[config.mk]
export PLATFORM = sky130hd
export DESIGN_NAME = sha256d_sequencer
export DESIGN_NICKNAME = d
export VERILOG_FILES = /design/src/rtl/sha256_pkg.sv /design/src/rtl/sha256d_sequencer.sv
export SDC_FILE = /design/constraint.sdc
export NUM_CORES = 2
export LEC_CHECK = 0
export BUFFER_PORTS_ARGS = -buffer_cell sky130_fd_sc_hd__buf_2
export CORE_AREA = 2 2 767 769
export CTS_CLUSTER_SIZE = 14
export DETAILED_ROUTE_END_ITERATION = 8
export DIE_AREA = 0 0 769 771
export GPL_TIMING_DRIVEN = 0
export SLEW_MARGIN = 15
export SYNTH_ARGS = -nofsm -noshare
export SYNTH_HDL_FRONTEND = slang
export SYNTH_SLANG_ARGS = --single-unit
[constraint.sdc]
create_clock -name clk -period 2.2 [get_ports clk]
set_clock_uncertainty 0.1 [all_clocks]
set_input_delay 0.44 -clock clk [delete_from_list [all_inputs] [get_ports clk]]
set_output_delay 0.44 -clock clk [all_outputs]
set_load 0.01 [all_outputs]
[src/rtl/sha256_pkg.sv]
// sha256_pkg: shared constants, sequencer state type and chunk builders for the
// SHA-256d header sequencer.
package sha256_pkg;

    // SHA-256 initial hash value H0..H7, word 0 in the top bits.
    localparam logic [255:0] Sha256Iv = 256'h6a09e667_bb67ae85_3c6ef372_a54ff53a_510e527f_9b05688c_1f83d9ab_5be0cd19;

    // First padding word: a single 1 bit right after the message.
    localparam logic [31:0] PadWord = 32'h8000_0000;

    // Message lengths in bits: the 80-byte header and the 32-byte first digest.
    localparam logic [63:0] HeaderLenBits = 64'd640;
    localparam logic [63:0] DigestLenBits = 64'd256;

    typedef enum logic [2:0] {
        StIdle,
        StC1,
        StW1,
        StC2,
        StW2,
        StC3,
        StW3,
        StOut
    } seq_state_e;

    // Second block of the first hash: last 16 header bytes plus padding and length.
    function automatic logic [511:0] build_chunk2(input logic [127:0] header_tail);
        return {header_tail, PadWord, 288'b0, HeaderLenBits};
    endfunction

    // Single block of the second hash: the first digest plus padding and length.
    function automatic logic [511:0] build_chunk3(input logic [255:0] h1);
        return {h1, PadWord, 160'b0, DigestLenBits};
    endfunction

endpackage

[src/rtl/sha256d_sequencer.sv]
// sha256d_sequencer: sequences one external SHA-256 compression core through the
// three compressions of SHA-256(SHA-256(header)) for an 80-byte block header.
// Optional midstate cache (skips the first compression when the first 64 header
// bytes repeat) is enabled by defining SHA256D_MIDSTATE_CACHE_EN.
module sha256d_sequencer
    import sha256_pkg::*;
#(
    parameter int unsigned CNT_W = 32
) (
    input  logic              clk,
    input  logic              reset_n,
    input  logic              in_valid,
    output logic              in_ready,
    input  logic [639:0]      header,
    output logic              out_valid,
    input  logic              out_ready,
    output logic [255:0]      digest,
    output logic [CNT_W-1:0]  hash_count,
    output logic              core_start,
    output logic [511:0]      core_chunk,
    output logic [255:0]      core_state_in,
    input  logic [255:0]      core_state_out,
    input  logic              core_finish
`ifdef SHA256D_MIDSTATE_CACHE_EN
    ,
    output logic              cache_hit
`endif
);

    seq_state_e       state_q, state_d;
    logic [127:0]     tail_q, tail_d;
    logic [511:0]     chunk_q, chunk_d;
    logic [255:0]     sin_q, sin_d;
    logic [255:0]     digest_q, digest_d;
    logic [CNT_W-1:0] count_q, count_d;
    logic             in_ready_q, out_valid_q, start_q;

    logic             accept;
    logic             cache_lookup;
    logic [255:0]     cached_mid;

    // in_ready_q is only ever set when the state register is StIdle.
    assign accept = in_valid && in_ready_q;

`ifdef SHA256D_MIDSTATE_CACHE_EN
    logic             cache_valid_q;
    logic [511:0]     cache_tag_q;
    logic [255:0]     cache_mid_q;

    // Capture the stage-1 midstate; during W1 the chunk register still holds header[639:128].
    always_ff @(posedge clk or negedge reset_n) begin
        if (!reset_n) begin
            cache_valid_q <= 1'b0;
            cache_tag_q   <= '0;
            cache_mid_q   <= '0;
        end else if (state_q == StW1 && core_finish) begin
            cache_valid_q <= 1'b1;
            cache_tag_q   <= chunk_q;
            cache_mid_q   <= core_state_out;
        end
    end

    assign cache_lookup = cache_valid_q && (cache_tag_q == header[639:128]);
    assign cached_mid   = cache_mid_q;
    assign cache_hit    = accept && cache_lookup;
`else
    assign cache_lookup = 1'b0;
    assign cached_mid   = '0;
`endif

    // Next-state logic; core inputs are loaded on entry to each C-state so they are
    // stable from the start pulse until the core reports completion.
    always_comb begin
        state_d  = state_q;
        tail_d   = tail_q;
        chunk_d  = chunk_q;
        sin_d    = sin_q;
        digest_d = digest_q;
        count_d  = count_q;
        case (state_q)
            StIdle: begin
                if (accept) begin
                    tail_d = header[127:0];
                    if (cache_lookup) begin
                        state_d = StC2;
                        chunk_d = build_chunk2(header[127:0]);
                        sin_d   = cached_mid;
                    end else begin
                        state_d = StC1;
                        chunk_d = header[639:128];
                        sin_d   = Sha256Iv;
                    end
                end
            end
            StC1: state_d = StW1;
            StC2: state_d = StW2;
            StC3: state_d = StW3;
            StW1: begin
                if (core_finish) begin
                    state_d = StC2;
                    chunk_d = build_chunk2(tail_q);
                    sin_d   = core_state_out;
                end
            end
            StW2: begin
                if (core_finish) begin
                    state_d = StC3;
                    chunk_d = build_chunk3(core_state_out);
                    sin_d   = Sha256Iv;
                end
            end
            StW3: begin
                if (core_finish) begin
                    state_d  = StOut;
                    digest_d = core_state_out;
                end
            end
            StOut: begin
                if (out_ready) begin
                    state_d = StIdle;
                    count_d = count_q + CNT_W'(1);
                end
            end
            default: state_d = StIdle;
        endcase
    end

    // State and datapath registers; handshake/start outputs are registered from next state.
    always_ff @(posedge clk or negedge reset_n) begin
        if (!reset_n) begin
            state_q     <= StIdle;
            tail_q      <= '0;
            chunk_q     <= '0;
            sin_q       <= '0;
            digest_q    <= '0;
            count_q     <= '0;
            in_ready_q  <= 1'b0;
            out_valid_q <= 1'b0;
            start_q     <= 1'b0;
        end else begin
            state_q     <= state_d;
            tail_q      <= tail_d;
            chunk_q     <= chunk_d;
            sin_q       <= sin_d;
            digest_q    <= digest_d;
            count_q     <= count_d;
            in_ready_q  <= (state_d == StIdle);
            out_valid_q <= (state_d == StOut);
            start_q     <= (state_d == StC1) || (state_d == StC2) || (state_d == StC3);
        end
    end

    assign in_ready      = in_ready_q;
    assign out_valid     = out_valid_q;
    assign digest        = digest_q;
    assign hash_count    = count_q;
    assign core_start    = start_q;
    assign core_chunk    = chunk_q;
    assign core_state_in = sin_q;

endmodule
==> flow_summary.json <==
{
  "antenna_left": 0,
  "grt_pass1_vias": 49800,
  "ys_seq_area_share_pct": 63.1,
  "final_util_pct": 14.8,
  "crit_chain": "buf_6, or3_4, a21o_1, buf_12, buf_16, buf_12, a221oi_4, nor2_1",
  "dp.final_hpwl_mm": 476,
  "cpPeakStageDelay_ns": 0.40,
  "yosysWarnings": 0,
  "path_buf_inv": 4,
  "antenna_found_initial": 510,
  "yosys_most_used_dff": "dfrtp_1",
  "synth.area.mux_share_pct": 9.18,
  "hp-start": "core_state_out[13]",
  "crit_path_end_kind": "register",
  "setup_viol": 1014,
  "drive_above_1_share_pct": 43.7,
  "numCtsBuffers": 156,
  "track_usage_pct": 17.8,
  "via_count": 52000,
  "synth_edf_count": 0,
  "max_cap_viol_count": 0,
  "layout_setup_ws_ns": -0.274,
  "cts_sinks": 1190,
  "crit_slowest_cell": "a221oi_4",
  "root_buffer": "clkbuf_16",
  "relSlewSlack_pct": 29.8,
  "start_kind": "register",
  "worst_pin_slew_ns": 1.05,
  "path_max_fanout": 9,
  "postSynth.asyncResetShare_pct": 100,
  "synth_compound_area_share_pct": 11.4,
  "path_common_cell": "buf_12",
  "regArea_um2": 29800,
  "grt_pass1_wl_mm": 657,
  "layout_common_cells": "buf_2, dfrtp_1, dlygate4sd3_1, nand2_1, nor2_1",
  "fmax_mhz": 404,
  "ir_drop_mv": 0.871,
  "failed_checks": "setup timing",
  "critical_path_class": "reg -> reg",
  "period_share_pct": 112,
  "holdPathEnd": "core_state_in[13]$_DFFE_PN0P_",
  "hold_viol": 0,
  "fin_nets": 7961,
  "avgRoutedWirePerCell_um": 36.6,
  "multi_input_area_um2": 16400,
  "overflow": 0,
  "synth_top_family_by_area": "simple AND/OR/NAND/NOR gates",
  "status": "complete, but fails checks",
  "synth_xor_area_share_pct": 0.575,
  "ioPinCount": 1960,
  "drtPass1Iterations": 6,
  "gp_congestion": 1.00,
  "die_h_um": 771,
  "synth-seq-cells": 1190,
  "clock_latency_ns": 0.87,
  "path_clk_slew_ns": 0.06,
  "portBuffers": 1959,
  "die-area_um2": 593000,
  "die_w_um": 769,
  "htreeDepth": 4,
  "drc_errors": 0,
  "grt_max_degree": 135,
  "hold_path.class": "in -> reg",
  "arrival_ns": 3.08,
  "timing.critical_path.required_ns": 2.80,
  "finalMaxSlewViolations": 0,
  "power_density_nw_per_um2": 1490,
  "wl_mm": 556,
  "syn2layout_area_growth_pct": 82.7,
  "leakagePower_nw": 38.4,
  "num_rows": 281,
  "synthesis.nets": 4841,
  "layout_commonest_cell": "buf_2",
  "rsz0062_at_grt": "yes",
  "holdPathStages": 2,
  "reg2reg_from": "state_q[1]$_DFF_PN0_",
  "drtIter0Drc": 5187,
  "hold_ws_ns": 0.0333,
  "synthAdderAreaFrac_pct": 0.0265,
  "synth.avg_cell_area_um2": 12.0,
  "rr_worst_depth": 8,
  "cts_buffer_depth": 4,
  "synthSimpleGateAreaFrac_pct": 11.7,
  "syn_area_um2": 47200,
  "via_per_inst": 3.42,
  "cts_tree": "built",
  "synth_cells": 3939,
  "core_area_um2": 584000,
  "rrSetupSlack_ns": -0.27,
  "min_period_ns": 2.47,
  "regToRegEndpoint": "core_chunk[305]$_DFFE_PN0P_",
  "n_fill_cell": 65700,
  "initial_core_util_pct": 8.08,
  "synth_cell_types": 40,
  "crit_family": "buffers and inverters"
}
==> worst register-to-register path: stages, from the launching register on <==
cell	delay [ns]
dfrtp_1	0.39
buf_6	0.15
or3_4	0.37
a21o_1	0.19
buf_12	0.16
buf_16	0.17
buf_12	0.30
a221oi_4	0.40
nor2_1	0.08
==> cells by family after synthesis <==
logic type / count (synthesis)
AO/OA/AOI/OAI: 657
XOR/XNOR: 31
adder cells (fa/ha/maj): 1
buffers and inverters: 320
flip-flops: 1190
multiplexers: 385
AND/OR/NAND/NOR: 1355
==> where the power goes <==
part           switching [mW]  internal [mW]  total, mW  leakage [nW]
clock network            11.9           16.7       28.6          2.70
logic                    40.8           21.3       62.1          21.3
registers                6.26           31.7       37.9          14.4
total                    58.9           69.6        129          38.4
==> layer usage <==
metal	routed length (µm)	GRT usage, %	vias up
met5	2160	0.330	-
met4	35200	9.18	294
met3	69500	8.90	1340
met2	225000	25.5	3866
met1	224000	21.6	26000
li1	-	-	20500
==> repair_timing <==
action / CTS / global route
endpoints found under the hold margin: 1221 / 0
hold buffers: 907 / 0
setup endpoints to repair: 1405 / 1465
cloned: 9 / 15
pin swaps: 9 / 26
buffers inserted: 36 / 21
gates resized for setup: 374 / 234
==> synthesized netlist by cell type (95+ instances only) <==
master,n,area [µm²]
a221oi_1,96,841
a22o_1,120,1050
a22oi_1,128,961
a31oi_1,128,801
buf_2,114,571
clkbuf_1,95,357
dfrtp_1,1190,29800
mux2_2,385,4340
nand2_1,659,2470
nand3_1,261,1310
nor2_1,399,1500
o22a_1,136,1190
==> flip-flops by register name, summed over array words and instances, names as in the netlist <==
| name | flops |
|---|---|
| core_state_in | 256 |
| digest | 256 |
| out_valid | 1 |
| core_chunk | 512 |
| in_ready | 1 |
| hash_count | 32 |
| tail_q | 128 |
| state_q | 3 |
| core_start | 1 |
==> stage by stage <==
step | cell area, µm² | total power, mW | TNS, ns | cells | setup slack (ns)
after global routing | 86000 | 134 | -226.64 | 15100 | -0.337
after floorplan | 47200 | 58.2 | 0 | 3939 | 0.279
after detailed placement | 67400 | 92.9 | -1415.76 | 13700 | -1.76
after global placement | 66800 | 92.1 | - | 13700 | -28.80
after CTS | 84300 | 128 | -161.78 | 14900 | -0.282
final | 86300 | 129 | -92.43 | 15200 | -0.274
==> worst max path at each step <==
stage / startpoint / to / slack (ns) / cells past startpoint
2_1_floorplan: state_q[1]$_DFF_PN0_ / core_chunk[422]$_DFFE_PN0P_ / 0.28 / 9
3_3_place_gp: reset_n / digest[242]$_DFFE_PN0P_ / -28.80 / 1
3_5_place_dp: core_finish / digest[248]$_DFFE_PN0P_ / -1.76 / 6
4_1_cts: state_q[1]$_DFF_PN0_ / core_chunk[305]$_DFFE_PN0P_ / -0.28 / 8
5_1_grt: state_q[1]$_DFF_PN0_ / core_chunk[308]$_DFFE_PN0P_ / -0.34 / 8
6_report: state_q[1]$_DFF_PN0_ / core_chunk[305]$_DFFE_PN0P_ / -0.27 / 8
==> area by class of cell <==
| type | instances | area share (%) |
|---|---|---|
| sequential | 1190 | 34.5 |
| antenna | 213 | 0.618 |
| multi-input combinational | 2429 | 19.0 |
| inverter | 5 | 0.0522 |
| clock buffer | 214 | 5.14 |
| buffer | 309 | 3.64 |
| tap | 7782 | 11.3 |
| clock inverter | 67 | 1.31 |
| timing repair buffer | 2968 | 24.4 |
Note: power is estimated with default switching activity, not from simulation.
